`src/rtl/tsc_capture_ctrl_if.sv`:
```
// Bundles the ADC request handshake and the readout stream of tsc_capture_ctrl.
// The master modport is the controller's view; slave is the ADC/consumer side.
interface tsc_capture_ctrl_if #(
    parameter int DW = 16
);
    logic          adc_req;
    logic          adc_rdy;
    logic [DW-1:0] adc_dat;
    logic          out_valid;
    logic          out_ready;
    logic [DW-1:0] out_dat;
    logic          out_last;

    modport master (
        output adc_req,
        input  adc_rdy,
        input  adc_dat,
        output out_valid,
        output out_dat,
        output out_last,
        input  out_ready
    );

    modport slave (
        input  adc_req,
        output adc_rdy,
        output adc_dat,
        input  out_valid,
        input  out_dat,
        input  out_last,
        output out_ready
    );
endinterface

```
`src/rtl/tsc_capture_ctrl.sv`:
```
// Paced ADC sampler with a circular pre/post-trigger buffer.
// After a rising threshold crossing it captures one window and streams it out.
module tsc_capture_ctrl #(
    parameter int DW      = 16,
    parameter int DEPTH   = 64,
    parameter int PRE     = 16,
    parameter int DIV     = 100,
    parameter int SETTLE  = 2,
    parameter int TIMEOUT = 32
) (
    input  logic          clk,
    input  logic          rst_n,
    input  logic          start_i,
    input  logic [DW-1:0] thresh_i,
    output logic          busy_o,
    output logic          done_o,
    output logic          timeout_err_o,
    output logic          overrun_err_o,
    tsc_capture_ctrl_if.master bus
);
    // state   | meaning
    // S_IDLE  | waiting for start
    // S_FILL  | collecting the first PRE samples
    // S_ARMED | buffer wraps, watching for a rising crossing
    // S_POST  | collecting post-trigger samples
    // S_READ  | streaming the window out, oldest first
    typedef enum logic [2:0] {S_IDLE, S_FILL, S_ARMED, S_POST, S_READ} state_t;

    localparam int PW = $clog2(DEPTH);
    localparam int TW = $clog2(DIV);
    localparam int RW = $clog2(TIMEOUT + 1);
    localparam int CW = $clog2(DEPTH + 1);

    state_t        state_q, state_d;
    logic [TW-1:0] tick_cnt_q, tick_cnt_d;
    logic          req_q, req_d;
    logic [RW-1:0] req_cnt_q, req_cnt_d;
    logic [PW-1:0] wr_ptr_q, wr_ptr_d;
    logic [PW-1:0] trig_ptr_q, trig_ptr_d;
    logic [PW-1:0] rd_ptr_q, rd_ptr_d;
    logic [PW-1:0] rd_cnt_q, rd_cnt_d;
    logic [CW-1:0] cnt_q, cnt_d;
    logic [DW-1:0] prev_q, prev_d;
    logic          timeout_err_q, timeout_err_d;
    logic          overrun_err_q, overrun_err_d;
    logic          out_valid_q, out_valid_d;
    logic          out_last_q, out_last_d;
    logic [DW-1:0] out_dat_q, out_dat_d;
    logic          rdy_meta_q, rdy_s_q;
    logic [DW-1:0] mem_q [DEPTH];

    logic          sampling, tick, acc, go_read;
    logic [CW-1:0] cnt_inc;

    assign cnt_inc = cnt_q + 1'b1;

    always_comb begin
        state_d       = state_q;
        tick_cnt_d    = tick_cnt_q;
        req_d         = req_q;
        req_cnt_d     = req_cnt_q;
        wr_ptr_d      = wr_ptr_q;
        trig_ptr_d    = trig_ptr_q;
        rd_ptr_d      = rd_ptr_q;
        rd_cnt_d      = rd_cnt_q;
        cnt_d         = cnt_q;
        prev_d        = prev_q;
        timeout_err_d = timeout_err_q;
        overrun_err_d = overrun_err_q;
        out_valid_d   = out_valid_q;
        out_last_d    = out_last_q;
        out_dat_d     = out_dat_q;
        tick          = 1'b0;
        acc           = 1'b0;
        go_read       = 1'b0;
        sampling      = (state_q == S_FILL) || (state_q == S_ARMED) || (state_q == S_POST);

        if (sampling) begin
            if (tick_cnt_q == '0) begin
                tick       = 1'b1;
                tick_cnt_d = TW'(DIV - 1);
            end else begin
                tick_cnt_d = tick_cnt_q - 1'b1;
            end
            if (req_q) begin
                if ((req_cnt_q >= RW'(SETTLE)) && rdy_s_q) begin
                    acc   = 1'b1;
                    req_d = 1'b0;
                end else if (req_cnt_q == RW'(TIMEOUT)) begin
                    req_d         = 1'b0;
                    timeout_err_d = 1'b1;
                end else begin
                    req_cnt_d = req_cnt_q + 1'b1;
                end
                if (tick) overrun_err_d = 1'b1;
            end else if (tick) begin
                req_d     = 1'b1;
                req_cnt_d = RW'(1);
            end
        end

        if (acc) begin
            wr_ptr_d = wr_ptr_q + 1'b1;
            prev_d   = bus.adc_dat;
        end

        case (state_q)
            S_IDLE: begin
                if (start_i) begin
                    timeout_err_d = 1'b0;
                    overrun_err_d = 1'b0;
                    wr_ptr_d      = '0;
                    cnt_d         = '0;
                    tick_cnt_d    = TW'(DIV - 1);
                    state_d       = S_FILL;
                end
            end
            S_FILL: begin
                if (acc) begin
                    if (cnt_inc == CW'(PRE)) begin
                        cnt_d   = '0;
                        state_d = S_ARMED;
                    end else begin
                        cnt_d = cnt_inc;
                    end
                end
            end
            S_ARMED: begin
                // FILL always precedes ARMED, so prev_q is a real sample here
                if (acc && (prev_q < thresh_i) && (thresh_i <= bus.adc_dat)) begin
                    trig_ptr_d = wr_ptr_q;
                    cnt_d      = CW'(1);
                    if (DEPTH - PRE == 1) go_read = 1'b1;
                    else                  state_d = S_POST;
                end
            end
            S_POST: begin
                if (acc) begin
                    cnt_d = cnt_inc;
                    if (cnt_inc == CW'(DEPTH - PRE)) go_read = 1'b1;
                end
            end
            S_READ: begin
                // Prefetch the next word whenever the output register is free
                if (!out_valid_q || (bus.out_ready && !out_last_q)) begin
                    out_dat_d   = mem_q[rd_ptr_q];
                    out_last_d  = (rd_cnt_q == PW'(DEPTH - 1));
                    out_valid_d = 1'b1;
                    rd_ptr_d    = rd_ptr_q + 1'b1;
                    rd_cnt_d    = rd_cnt_q + 1'b1;
                end else if (out_valid_q && bus.out_ready && out_last_q) begin
                    out_valid_d = 1'b0;
                    out_last_d  = 1'b0;
                    state_d     = S_IDLE;
                end
            end
            default: state_d = S_IDLE;
        endcase

        if (go_read) begin
            state_d     = S_READ;
            req_d       = 1'b0;
            rd_ptr_d    = trig_ptr_d - PW'(PRE);
            rd_cnt_d    = '0;
            out_valid_d = 1'b0;
            out_last_d  = 1'b0;
        end
    end

    always_ff @(posedge clk or negedge rst_n) begin
        if (!rst_n) begin
            state_q       <= S_IDLE;
            tick_cnt_q    <= '0;
            req_q         <= 1'b0;
            req_cnt_q     <= '0;
            wr_ptr_q      <= '0;
            trig_ptr_q    <= '0;
            rd_ptr_q      <= '0;
            rd_cnt_q      <= '0;
            cnt_q         <= '0;
            prev_q        <= '0;
            timeout_err_q <= 1'b0;
            overrun_err_q <= 1'b0;
            out_valid_q   <= 1'b0;
            out_last_q    <= 1'b0;
            out_dat_q     <= '0;
            rdy_meta_q    <= 1'b0;
            rdy_s_q       <= 1'b0;
        end else begin
            state_q       <= state_d;
            tick_cnt_q    <= tick_cnt_d;
            req_q         <= req_d;
            req_cnt_q     <= req_cnt_d;
            wr_ptr_q      <= wr_ptr_d;
            trig_ptr_q    <= trig_ptr_d;
            rd_ptr_q      <= rd_ptr_d;
            rd_cnt_q      <= rd_cnt_d;
            cnt_q         <= cnt_d;
            prev_q        <= prev_d;
            timeout_err_q <= timeout_err_d;
            overrun_err_q <= overrun_err_d;
            out_valid_q   <= out_valid_d;
            out_last_q    <= out_last_d;
            out_dat_q     <= out_dat_d;
            rdy_meta_q    <= bus.adc_rdy;
            rdy_s_q       <= rdy_meta_q;
        end
    end

    always_ff @(posedge clk) begin
        if (acc) mem_q[wr_ptr_q] <= bus.adc_dat;
    end

    assign bus.adc_req   = req_q;
    assign bus.out_valid = out_valid_q;
    assign bus.out_dat   = out_dat_q;
    assign bus.out_last  = out_last_q;
    assign busy_o        = (state_q != S_IDLE);
    assign done_o        = (state_q == S_READ);
    assign timeout_err_o = timeout_err_q;
    assign overrun_err_o = overrun_err_q;
endmodule
```
`src/flat_wrapper.sv`:
```
// flat-port wrapper written by rule: the top's interface ports become plain ports
module tsc_capture_ctrl_flat 
#(
    parameter int DW      = 16,
    parameter int DEPTH   = 64,
    parameter int PRE     = 16,
    parameter int DIV     = 100,
    parameter int SETTLE  = 2,
    parameter int TIMEOUT = 32
)
  (clk, rst_n, start_i, thresh_i, busy_o, done_o, timeout_err_o, overrun_err_o, bus_adc_req, bus_adc_rdy, bus_adc_dat, bus_out_valid, bus_out_dat, bus_out_last, bus_out_ready);
  tsc_capture_ctrl_if #(.DW(DW)) bus_i ();
  input  logic clk;
  input  logic rst_n;
  input  logic start_i;
  input  logic [DW-1:0] thresh_i;
  output logic busy_o;
  output logic done_o;
  output logic timeout_err_o;
  output logic overrun_err_o;
  output wire logic [$bits(bus_i.adc_req)-1:0] bus_adc_req;
  input wire logic [$bits(bus_i.adc_rdy)-1:0] bus_adc_rdy;
  input wire logic [$bits(bus_i.adc_dat)-1:0] bus_adc_dat;
  output wire logic [$bits(bus_i.out_valid)-1:0] bus_out_valid;
  output wire logic [$bits(bus_i.out_dat)-1:0] bus_out_dat;
  output wire logic [$bits(bus_i.out_last)-1:0] bus_out_last;
  input wire logic [$bits(bus_i.out_ready)-1:0] bus_out_ready;
  assign bus_adc_req = bus_i.adc_req;
  assign bus_i.adc_rdy = bus_adc_rdy;
  assign bus_i.adc_dat = bus_adc_dat;
  assign bus_out_valid = bus_i.out_valid;
  assign bus_out_dat = bus_i.out_dat;
  assign bus_out_last = bus_i.out_last;
  assign bus_i.out_ready = bus_out_ready;
  tsc_capture_ctrl #(.DW(DW), .DEPTH(DEPTH), .PRE(PRE), .DIV(DIV), .SETTLE(SETTLE), .TIMEOUT(TIMEOUT)) u_core (.clk(clk), .rst_n(rst_n), .start_i(start_i), .thresh_i(thresh_i), .busy_o(busy_o), .done_o(done_o), .timeout_err_o(timeout_err_o), .overrun_err_o(overrun_err_o), .bus(bus_i));
endmodule
```
`config.mk`:
```
export PLATFORM = sky130hd
export DESIGN_NAME = tsc_capture_ctrl_flat
export DESIGN_NICKNAME = d
export VERILOG_FILES = /design/src/rtl/tsc_capture_ctrl_if.sv /design/src/rtl/tsc_capture_ctrl.sv /design/src/flat_wrapper.sv
export SDC_FILE = /design/constraint.sdc
export NUM_CORES = 1
export LEC_CHECK = 0
export CORE_MARGIN = 3
export CORE_UTILIZATION = 62
export DETAILED_ROUTE_END_ITERATION = 7
export PLACE_DENSITY = 0.86
export SKIP_LAST_GASP = 1
export SLEW_MARGIN = 10
export SYNTH_ARGS = -nofsm -noshare
export SYNTH_HDL_FRONTEND = slang
export SYNTH_SLANG_ARGS = --single-unit
```
`constraint.sdc`:
```
create_clock -name clk -period 3.8 [get_ports clk]
set_input_delay 0.38 -clock clk [delete_from_list [all_inputs] [get_ports clk]]
set_output_delay 0.38 -clock clk [all_outputs]
set_load 0.01 [all_outputs]
```
Word-level counts from Yosys, hierarchy flattened
Memories as Yosys holds them, arrays and structs flattened. A register that Yosys moved wholly into a read port is not among the register bits.
Cells that the tools add are included.
Storage, ports and cells
  bits in latches: 0
  output and inout port bits: 23
  register bits after elaboration: 70
  bits of input ports: 37
  memory bits (writable): 1024
  memory bits (read-only): 0
  memories kept: 1
Cells by class
  equal/unequal tests: 21
  bitwise logic cells: 0
  muxes and demuxes: 67
  div/mod/pow operators: 0
  reductions and logical operators: 27
  magnitude comparators: 3
  $add $sub $neg: 7
  multiply operators: 0
  shifts and indexed selects: 0
Memories
  u_core.mem_q: depth 64, bits a word 16, read ports 1, clocked after memory_dff 1, wr ports 1, RTL line tsc_capture_ctrl.sv:50  | logic [DW-1:0] mem_q [DEPTH];
Operator list (count)
  $mux W6: 15
  $mux W7: 9
  $mux W1: 34
  $pmux W7 S4: 1
  $add A6 B1 Y6 const B: 4
  $mux W3: 7
  $le A16 B16 Y1: 1
  $lt A16 B16 Y1: 1
  $pmux W3 S5: 1
  $eq A6 B6 Y1 const B: 2
  $ne A3 B2 Y1 const B: 4
  $ne A2 B2 Y1 const B: 4
  $reduce_bool A2 Y1: 4
  $add A7 B1 Y7 const B: 1
  $eq A7 B5 Y1 const B: 1
  $eq A7 B6 Y1 const B: 1
  $logic_not A7 Y1: 1
  $reduce_and A7 Y1: 1
  $sub A7 B1 Y7 const B: 1
  $eq A3 B2 Y1 const B: 2
  $ge A6 B2 Y1 const B: 1
  $logic_and A1 B1 Y1: 6
  $ne A2 B1 Y1 const B: 3
  $ne A3 B1 Y1 const B: 2
  11 further kinds: 18

Depth between registers and ports, before layout
Gate-level depths: netlist of the first run.
  word-level depth: 11
  gate-level depth with buffers: 11

Worst setup path after synthesis of the first run
Ideal clock, no wire load.
  kind: reg-to-reg
  start point: register u_core.req_cnt_q[0]
  end point: memory u_core.mem_q[61][0] (enable)
  library setup time: 389 ps
  clock period less this slack: 3016 ps
  arrival time: 2627 ps
  setup slack: 784 ps
  cell stages (with the launch flop): 10
  cell sequence: dfrtp_1 -> inv_1 -> ha_1 -> or3_1 -> o21ai_0 -> or2_2 -> nor2_1 -> buf_2 -> nand4b_1 -> nor2_1
On the way
  longest elaborated chain between the ends: 7
Ends and longest elaborated chain
  from (decl): RTL line tsc_capture_ctrl.sv:37  | logic [RW-1:0] req_cnt_q, req_cnt_d;
  from (signal assigned): RTL line tsc_capture_ctrl.sv:193  | req_cnt_q <= req_cnt_d;
  $ge A6 B2 Y1: RTL line tsc_capture_ctrl.sv:86  | if ((req_cnt_q >= RW'(SETTLE)) && rdy_s_q) begin
  $logic_and A1 B1 Y1: RTL line tsc_capture_ctrl.sv:86
  $mux W1: RTL line tsc_capture_ctrl.sv:86
  $mux W1: RTL line tsc_capture_ctrl.sv:85  | if (req_q) begin
  $mux W1: RTL line tsc_capture_ctrl.sv:78  | if (sampling) begin
  $mux W1: RTL line tsc_capture_ctrl.sv:211  | if (acc) mem_q[wr_ptr_q] <= bus.adc_dat;
  $mux W1 (implied by the code): RTL line tsc_capture_ctrl.sv:211
  to (decl): RTL line tsc_capture_ctrl.sv:50
No other way between the ends.

Worst setup path after layout of the first run
  start point: register u_core.req_cnt_q[0]
  end point: memory u_core.mem_q[41][5] (enable)
The elaborated chain is that of the path after synthesis.

==> results.txt, run 1 <==
The buffers inserted during post-CTS setup optimization was 0. The synthesized-area fraction occupied by xor and xnor cells was 0.418%. For the pin with the worst max-slew slack, the measured transition is 1.08 ns. With fillers left out, the area of the finished cells amounts to 0.0500 sq mm. The worst setup path is launched from a flop. The critical path arrival was 3.86 ns. Summing the areas of all compound-gate instances in the mapped netlist gives 1.88% of the synthesized area.

TritonCTS built the clock tree. STA puts the critical path data required time at 4.15 ns. Final worst-path cycle share: 92.4%. Synthesis produced a netlist whose cell count is 2,091. The number of synthesized flops with an enable pin was 1,024; the number of iterations in the first detailed-routing pass was 6. For the via count, the log shows 23.6k. The via count of the first global-routing pass is 24.3k. In this run the worst hold path is classified as input pin to flop. Dividing the detail-routed via count by the number of cells gives 7.14. Summed over all failing endpoints, the final setup total negative slack is 0 ns. The post-route non-filler standard cell count is 3,303, and the number of failing hold endpoints at the final stage is 0.

The net count after synthesis was 2,167; the count of maximum capacitance violations was 0. The share of final-layout standard cells stronger than drive strength 1 is 29.1%. After Yosys synthesis, and, or, nand and nor cells account for 2.85% of the synthesized area. Averaged over all synthesized cells, the footprint is 21.0 sq um. The clock reaches the later pin of the worst-skew pair after 0.67 ns.

The share of total power dissipated in sequential elements is 53.9%. Once detail routing completed, the nets flagged for antenna violations numbered 0. The placed cell area is 0.0463 sq mm, and the overall die width is 272 um. The run gives 0.352 mV as the worst ir drop on vdd. Share of total power in combinational logic: 1.4%. The setup path with the least slack is of type flop to flop. The logs give 32.3% for the global-route usage over all layers and 0.0199 W for the internal power of the cells. The number of pins with negative max-slew slack in the final report is 0, and the initial antenna violation count is 5. The final total power was 0.0247 W.

The count of synthesis-stage warnings from yosys is 0. The switching portion of total power was 19.7%. By area, the combinational part of the netlist is dominated by multiplexers.

The overall die height came out at 272 um. In this run, the number of DRC markers left after iteration 0 of detailed routing was 3,593. The maximum number of pins on one net before global-route repair was 70; the global-route wire length before repair was 171 mm.

In the layout the commonest cells are 1,024 x sky130_fd_sc_hd__edfxtp_1, 304 x sky130_fd_sc_hd__mux4_2, 120 x sky130_fd_sc_hd__buf_4, 108 x sky130_fd_sc_hd__clkbuf_16, 103 x sky130_fd_sc_hd__nor2_1. At the end of routability-driven placement, the weighted congestion stood at 0.824. The routed wire length is 116 mm, and the clock power share is 44.7%.

The top fanout value on the critical path came out at 11. The clock sink count is 1,110. The logs give 0.0741 sq mm for the floorplan die area and 0.0369 ns for the final worst clock skew. The total setup violations reported at the end of the flow came out at 0. The worst pin sits at a relative slew slack of 27.9%. The H-tree was split into 3 levels. The post-synthesis sequential element count came out at 1,110.

The logs give 3,107 for the post-placement cell count and 60 for the number of primary I/O pins. The logs give 62.2 mm for the HPWL after detailed placement and 0 for the DRC violation count after routing. The fraction of synthesis flops using an asynchronous set or reset pin was 7.75%. The run finished with clean final reports. The most common library cell in the layout ignoring fill and taps was sky130_fd_sc_hd__edfxtp_1.

Post-synthesis mux area share: 17.4%. Clock tree root driver cell: sky130_fd_sc_hd__clkbuf_16. The logs give 2,359 for the final-stage net count and 74.8% for the part of the Yosys area used for sequential elements. The worst hold slack after final layout was 0.156 ns; the detail-routed net length per standard cell was 35.2 um. After clock tree synthesis, the repair step resized 0 gates. The count of cell types in the netlist was 59; the clock-pin transition on the worst setup and hold timing paths was 0.07 ns. After floorplanning, the core was sized to cover 0.0694 sq mm.

Compared with the post-synthesis result, the final layout area differs by 13.6%. The number of buffers added on ports works out to 59. Based on the critical path, the design can be clocked at up to 285 MHz. For this design the total switching power over the nets is 0.00487 W. In this run the deepest clock path goes through 3 buffers.

Once the floorplan was initialized, standard cells occupied 63.3% of the core. STA classifies the critical path endpoint as a flop. The tools report the leakage dissipation as 16.2 nW.

Setup repair after global routing left no endpoint under its margin. The adder-cell share of the synthesized area was 1.11%. The total overflow reported by the global router came out at 0. In this run the core area contains 96 standard-cell rows. Dividing total power by cell area gives a power density of 495 mW/mm^2. In this run, CTS created clock tree buffers numbering 104. The most used flip-flop cell after synthesis is sky130_fd_sc_hd__edfxtp_1. Summed instance area of the synthesized netlist: 0.0440 sq mm. The time the final worst path needs with I/O delays and setup was 3.51 ns.
-- flip-flops by register name, indices dropped and copies added (netlist names), 3 cells and up --
name                count
u_core.bus.out_dat     16
u_core.cnt_q            7
u_core.mem_q         1024
u_core.prev_q          16
u_core.rd_cnt_q         6
u_core.rd_ptr_q         6
u_core.req_cnt_q        6
u_core.state_q          3
u_core.tick_cnt_q       7
u_core.trig_ptr_q       6
u_core.wr_ptr_q         6
-- path summary, 6_finish.rpt --
path / from / end / slack, ns / cells after the start
worst max-delay path: u_core.req_cnt_q[0] / u_core.mem_q[41][5] / 0.29 / 9
worst min register to register: u_core.rdy_meta_q / u_core.rdy_s_q / 0.35 / 0
min in group asynchronous: rst_n / u_core.req_cnt_q[1] / 0.37 / 2
worst max register to register: u_core.req_cnt_q[0] / u_core.mem_q[41][5] / 0.29 / 9
worst min-delay path: bus_adc_dat[13] / u_core.mem_q[47][13] / 0.16 / 1
max in group asynchronous: rst_n / u_core.bus.out_dat[14] / 2.56 / 3
-- worst max-delay path, cell delays in order, from the launching register on --
cell and delay [ns]:
sky130_fd_sc_hd__dfrtp_1 0.41, sky130_fd_sc_hd__inv_1 0.10, sky130_fd_sc_hd__ha_1 0.14, sky130_fd_sc_hd__or3_1 0.11, sky130_fd_sc_hd__o21ai_0 0.09, sky130_fd_sc_hd__or2_2 0.34
sky130_fd_sc_hd__nor3_1 0.47, sky130_fd_sc_hd__nand3b_1 0.70, sky130_fd_sc_hd__nor2_1 0.53, sky130_fd_sc_hd__buf_4 0.30
-- per-layer routing --
metal	share of wire [%]	up-vias	wire, um	track usage (%)
met3	12	392	13900	8.14
met2	50	2049	57900	52.1
met5	0.018	-	21	0
met4	4.9	4	5700	14.1
met1	33	12200	38800	42.5
li1	-	8986	-	-
-- what timing repair did --
| action | 4_1_cts | 5_1_grt |
|---|---|---|
| endpoints found under the setup margin | 0 | 0 |
| endpoints found under the hold margin | 68 | 0 |
| hold buffers | 1 | 0 |
-- cells by family (layout without fill, tap and decap cells) --
kind of cell             after synthesis  after routing
XOR/XNOR                              21             21
AND/OR/NAND/NOR                      259            259
flip-flops                          1110           1110
other                                  0              1
AO/OA/AOI/OAI                        132            132
buffers and inverters                154            434
multiplexers                         376            376
adder cells (fa/ha/maj)               39             39
-- synth_stat cells, drive strengths merged (4+ instances only) --
master     n  area share (%)
a211o      4           0.080
a21oi     38            0.43
and2       5           0.071
buf       59            0.71
clkbuf    48            0.41
dfrtp     86             4.9
edfxtp  1024              70
ha        39             1.1
inv       47            0.40
mux2      53             1.4
mux2i     19            0.43
mux4     304              16
nand2     43            0.37
nand2b     6           0.085
nand3     13            0.15
nand3b     7            0.12
nand4     13            0.19
nor2     104            0.89
nor2b     21            0.30
nor3      23            0.26
o21ai     42            0.49
o22ai     16            0.23
o31ai      5           0.085
or2        7            0.10
or3        4           0.060
xnor2      7            0.14
xor2      14            0.28
-- area by class of cell --
class	instances	area [sq um]
repair buffers	193	1690
multi-input cells	827	10400
clock buffers	126	2810
diodes	1	2.50
flip-flops and latches	1110	32900
inverters	47	176
clock inverters	68	801
well taps	931	1160
fillers	3664	19500
-- power by group through the flow --
stage / clock [W] / combinational [W] / sequential, W
after global placement: 0 / 0.000296 / 0.0136
final: 0.0111 / 0.000341 / 0.0133
after floorplan: 0 / 0.0000446 / 0.0136
after CTS: 0.0111 / 0.000336 / 0.0133
after detailed placement: 0 / 0.000327 / 0.0136
after global routing: 0.0116 / 0.000366 / 0.0133
-- stage by stage --
step | util [%] | setup WS, ns
after floorplan | - | 0.784
after global placement | 66.7 | 0.550
after detailed placement | 66.7 | 0.467
after CTS | 72.0 | 0.435
after global routing | 72.0 | 0.184
final | 72.0 | 0.289
Note: power is estimated with default switching activity, not from simulation.
==> run 2: changes to the inputs <==
--- a/config.mk
+++ b/config.mk
@@ -5,6 +5,7 @@
 export SDC_FILE = /design/constraint.sdc
 export NUM_CORES = 1
 export LEC_CHECK = 0
+export CAP_MARGIN = 10
 export CORE_MARGIN = 3
 export CORE_UTILIZATION = 62
 export DETAILED_ROUTE_END_ITERATION = 7
==> results of run 2 <==
The final DEF is identical to that of run 1; final timing and power are the same.
==> run 3: changes to the inputs <==
--- a/config.mk
+++ b/config.mk
@@ -6,10 +6,10 @@
 export NUM_CORES = 1
 export LEC_CHECK = 0
 export CAP_MARGIN = 10
-export CORE_MARGIN = 3
-export CORE_UTILIZATION = 62
+export CORE_MARGIN = 2
+export CORE_UTILIZATION = 55
 export DETAILED_ROUTE_END_ITERATION = 7
-export PLACE_DENSITY = 0.86
+export PLACE_DENSITY = 0.78
 export SKIP_LAST_GASP = 1
 export SLEW_MARGIN = 10
 export SYNTH_ARGS = -nofsm -noshare
==> results.txt, run 3 (synthesized netlist as in run 1, its figures left out) <==
The number of setup buffers added after CTS is 0. The share of total power dissipated in combinational logic is 1.3%. After the first detailed-routing iteration, the DRC count stood at 3,124. The tools report the data required time at the worst endpoint as 4.16 ns.

The logs give 0.0218 ns for the final worst clock skew and 4,949 for the filler cell count in the final layout. The floorplan step set the die height to 287 um. The flip-flop and latch area was 0.0329 sq mm. The logs give 1 for the number of hold-repair buffers added at the cts stage and 5 for the number of iterations in the first detailed-routing pass. The startpoint-to-endpoint class of the critical path was flop to flop.

For the final-stage net count, the log shows 2,344. Clock-pin slew was measured on the worst setup and hold paths at 0.06 ns. In this run the count of I/O pins placed on the die edge is 60. The global-route wire length before repair was 152 mm. After detailed routing, the number of remaining DRC violations is 0. The most flop-heavy register was u_core.mem_q.

Leaving out filler cells and counting taps, the final layout contains 3,413. In this run the core area contains 103 standard-cell rows. The smallest clock period supported by the final layout is computed as 3.28 ns. Sink of the worst hold path: u_core.mem_q[42][6]. The worst setup path is captured at a flop. The logs give 0.00489 W for the switching power summed over all nets and 0.842 for the global placement routability congestion.

Internal power comes to 0.0200 W. The clock network is responsible for 45.1% of the overall power. Detailed routing inserted a total of 21.9k vias.

CTS placed an instance of sky130_fd_sc_hd__clkbuf_16 at the clock tree root. Once the clock tree was built, the resizer swapped 0 gates to a different size. The start point of the critical path was u_core.req_cnt_q[0].

For this design the ratio of total power to cell area is 497 mW/mm^2. The share of total power dissipated in sequential elements is 53.5%. The tools report the count of maximum capacitance violations as 0. The worst flop-to-flop path startpoint was u_core.req_cnt_q[0].

The total overflow reported by the global router was 0; the remaining antenna violation count after routing was 0. At the later pin of the worst-skew pair, clock insertion delay measures 0.69 ns. Critical hold path startpoint: bus_adc_dat[6]. Leaving out fill and tap cells, the most frequent cell in the layout is sky130_fd_sc_hd__edfxtp_1. TritonCTS built the clock tree. Relative to the synthesized area, the layout overhead comes to 14.0%. In the final layout, the multi-input gates occupy 0.0104 sq mm.

The H-tree was split into 3 levels. The clock drives 1,110 sinks. The setup check on the worst reg-to-reg path leaves a slack of 0.52 ns. In this run the tool buffered the top-level ports with 59 buffer cells. The final worst-path cycle share was 86.4%. The tools report the number of diodes added for antenna fixing as 0.

Detailed placement ended at an HPWL of 58.8 mm. The tools report the kind of start point of the critical path as a flop. Setup total negative slack on the finished layout was measured at 0 ns. Entering global routing, the biggest net connects 78 pins. In this run switching power makes up 19.6% of total power. For this run, the total global-route usage over all layers was measured as 25.5%. The tools report the number of failing hold endpoints at the final stage as 0. Measured on the finished design, the core utilization comes to 63.4%. The total setup violations reported at the end of the flow was 0. Once the floorplan was initialized, standard cells occupied 55.6% of the core. The capture point of the worst reg-to-reg path was u_core.mem_q[40][10]. Maximum operating frequency: 305 MHz.

For the number of pins with negative max-slew slack in the final report, the log shows 0. The flow ran to the end, and the final reports show no timing, DRC or antenna violations. The floorplan die area is 0.0822 sq mm. Total power for the finished layout comes to 0.0249 W. The detailed-route vias per instance came out at 6.43. Along the worst path, the maximum fanout reaches 13. The overall die width came out at 287 um. The path class of the tightest hold or removal check is input pin to flop. The instance count along the most critical hold path is 1, and the worst ir drop on vdd is 0.400 mV. Summed over all layers, the routed wires come to 102 mm. The post-route netlist has 29.0% of its cells at a drive strength greater than 1.

The run gives 3 as the number of buffers on the longest clock path. Via count of the first global-routing pass: 22.6k. The tools report the standard cell core area as 0.0790 sq mm. The top cell types in the final layout, fill and taps aside, are 1,024 x sky130_fd_sc_hd__edfxtp_1, 304 x sky130_fd_sc_hd__mux4_2, 108 x sky130_fd_sc_hd__clkbuf_16, 104 x sky130_fd_sc_hd__buf_4, 103 x sky130_fd_sc_hd__nor2_1.

The slew at the pin with the worst max-slew slack came out at 0.933 ns. The logs give 3 for the initial antenna violation count and 37.6% for the relative slew slack. The number of cells on the worst reg-to-reg path is 9. Buffers inserted during clock tree synthesis total 107. Counting tap cells, the placed design contains a total of 3,208 instances. The detail-routed net length per standard cell was 29.9 um; the critical path arrival was 3.64 ns. Setup repair after global routing left no endpoint under its margin.

The number of flip-flops under the largest register name is 1,024, and the leakage dissipation is 16.2 nW.
-- run 3: layout make-up --
cell class	count	area share [%]
clock buffer	131	5.81
inverter	47	0.352
clock inverter	73	1.73
tap	1050	2.62
timing repair buffer	175	3.06
multi-input combinational	827	20.7
sequential	1110	65.7
-- run 3: worst max path at each step --
| stage | end | slack (ns) | cells after the start |
|---|---|---|---|
| detailed placement | u_core.trig_ptr_q[0] | 0.43 | 9 |
| finish | u_core.mem_q[40][10] | 0.52 | 9 |
| floorplan | u_core.mem_q[61][0] | 0.78 | 9 |
| global route | u_core.mem_q[40][10] | 0.36 | 9 |
| global placement | u_core.trig_ptr_q[1] | 0.50 | 9 |
| CTS | u_core.mem_q[40][8] | 0.60 | 9 |
-- run 3: power groups by stage --
stage | combinational [W] | sequential, W | clock, W
after floorplan | 0.0000446 | 0.0136 | 0
after global placement | 0.000305 | 0.0136 | 0
after detailed placement | 0.000334 | 0.0136 | 0
after CTS | 0.000337 | 0.0133 | 0.0114
after global routing | 0.000363 | 0.0133 | 0.0118
final | 0.000336 | 0.0133 | 0.0112
-- run 3: worst max-delay path, cell delays in order, from the launching register on --
cell	delay, ns
sky130_fd_sc_hd__dfrtp_1	0.42
sky130_fd_sc_hd__inv_1	0.10
sky130_fd_sc_hd__ha_1	0.14
sky130_fd_sc_hd__or3_1	0.11
sky130_fd_sc_hd__o21ai_0	0.09
sky130_fd_sc_hd__or2_2	0.36
sky130_fd_sc_hd__nor3_1	0.46
sky130_fd_sc_hd__nand2_1	0.50
sky130_fd_sc_hd__nor2_1	0.47
sky130_fd_sc_hd__buf_4	0.32
-- run 3: per-stage QoR --
| step | hold slack [ns] | setup WS, ns | cell area, sq um |
|---|---|---|---|
| finish | 0.0978 | 0.517 | 50100 |
| global route | 0.0939 | 0.356 | 50100 |
| CTS | 0.0935 | 0.601 | 50100 |
| detailed placement | 0.336 | 0.426 | 46300 |
| global placement | 0.337 | 0.495 | 46300 |
| floorplan | 0.0844 | 0.784 | 44000 |
-- run 3: per-layer routing --
metal | wire (um) | vias to the layer above | GRT usage (%) | share of wire [%]
li1 | - | 8970 | - | -
met1 | 39200 | 11500 | 35.7 | 38
met2 | 50800 | 1230 | 41.3 | 50
met3 | 8840 | 212 | 4.23 | 8.7
met4 | 3300 | 0 | 8.78 | 3.2
met5 | 0 | - | 0 | 0
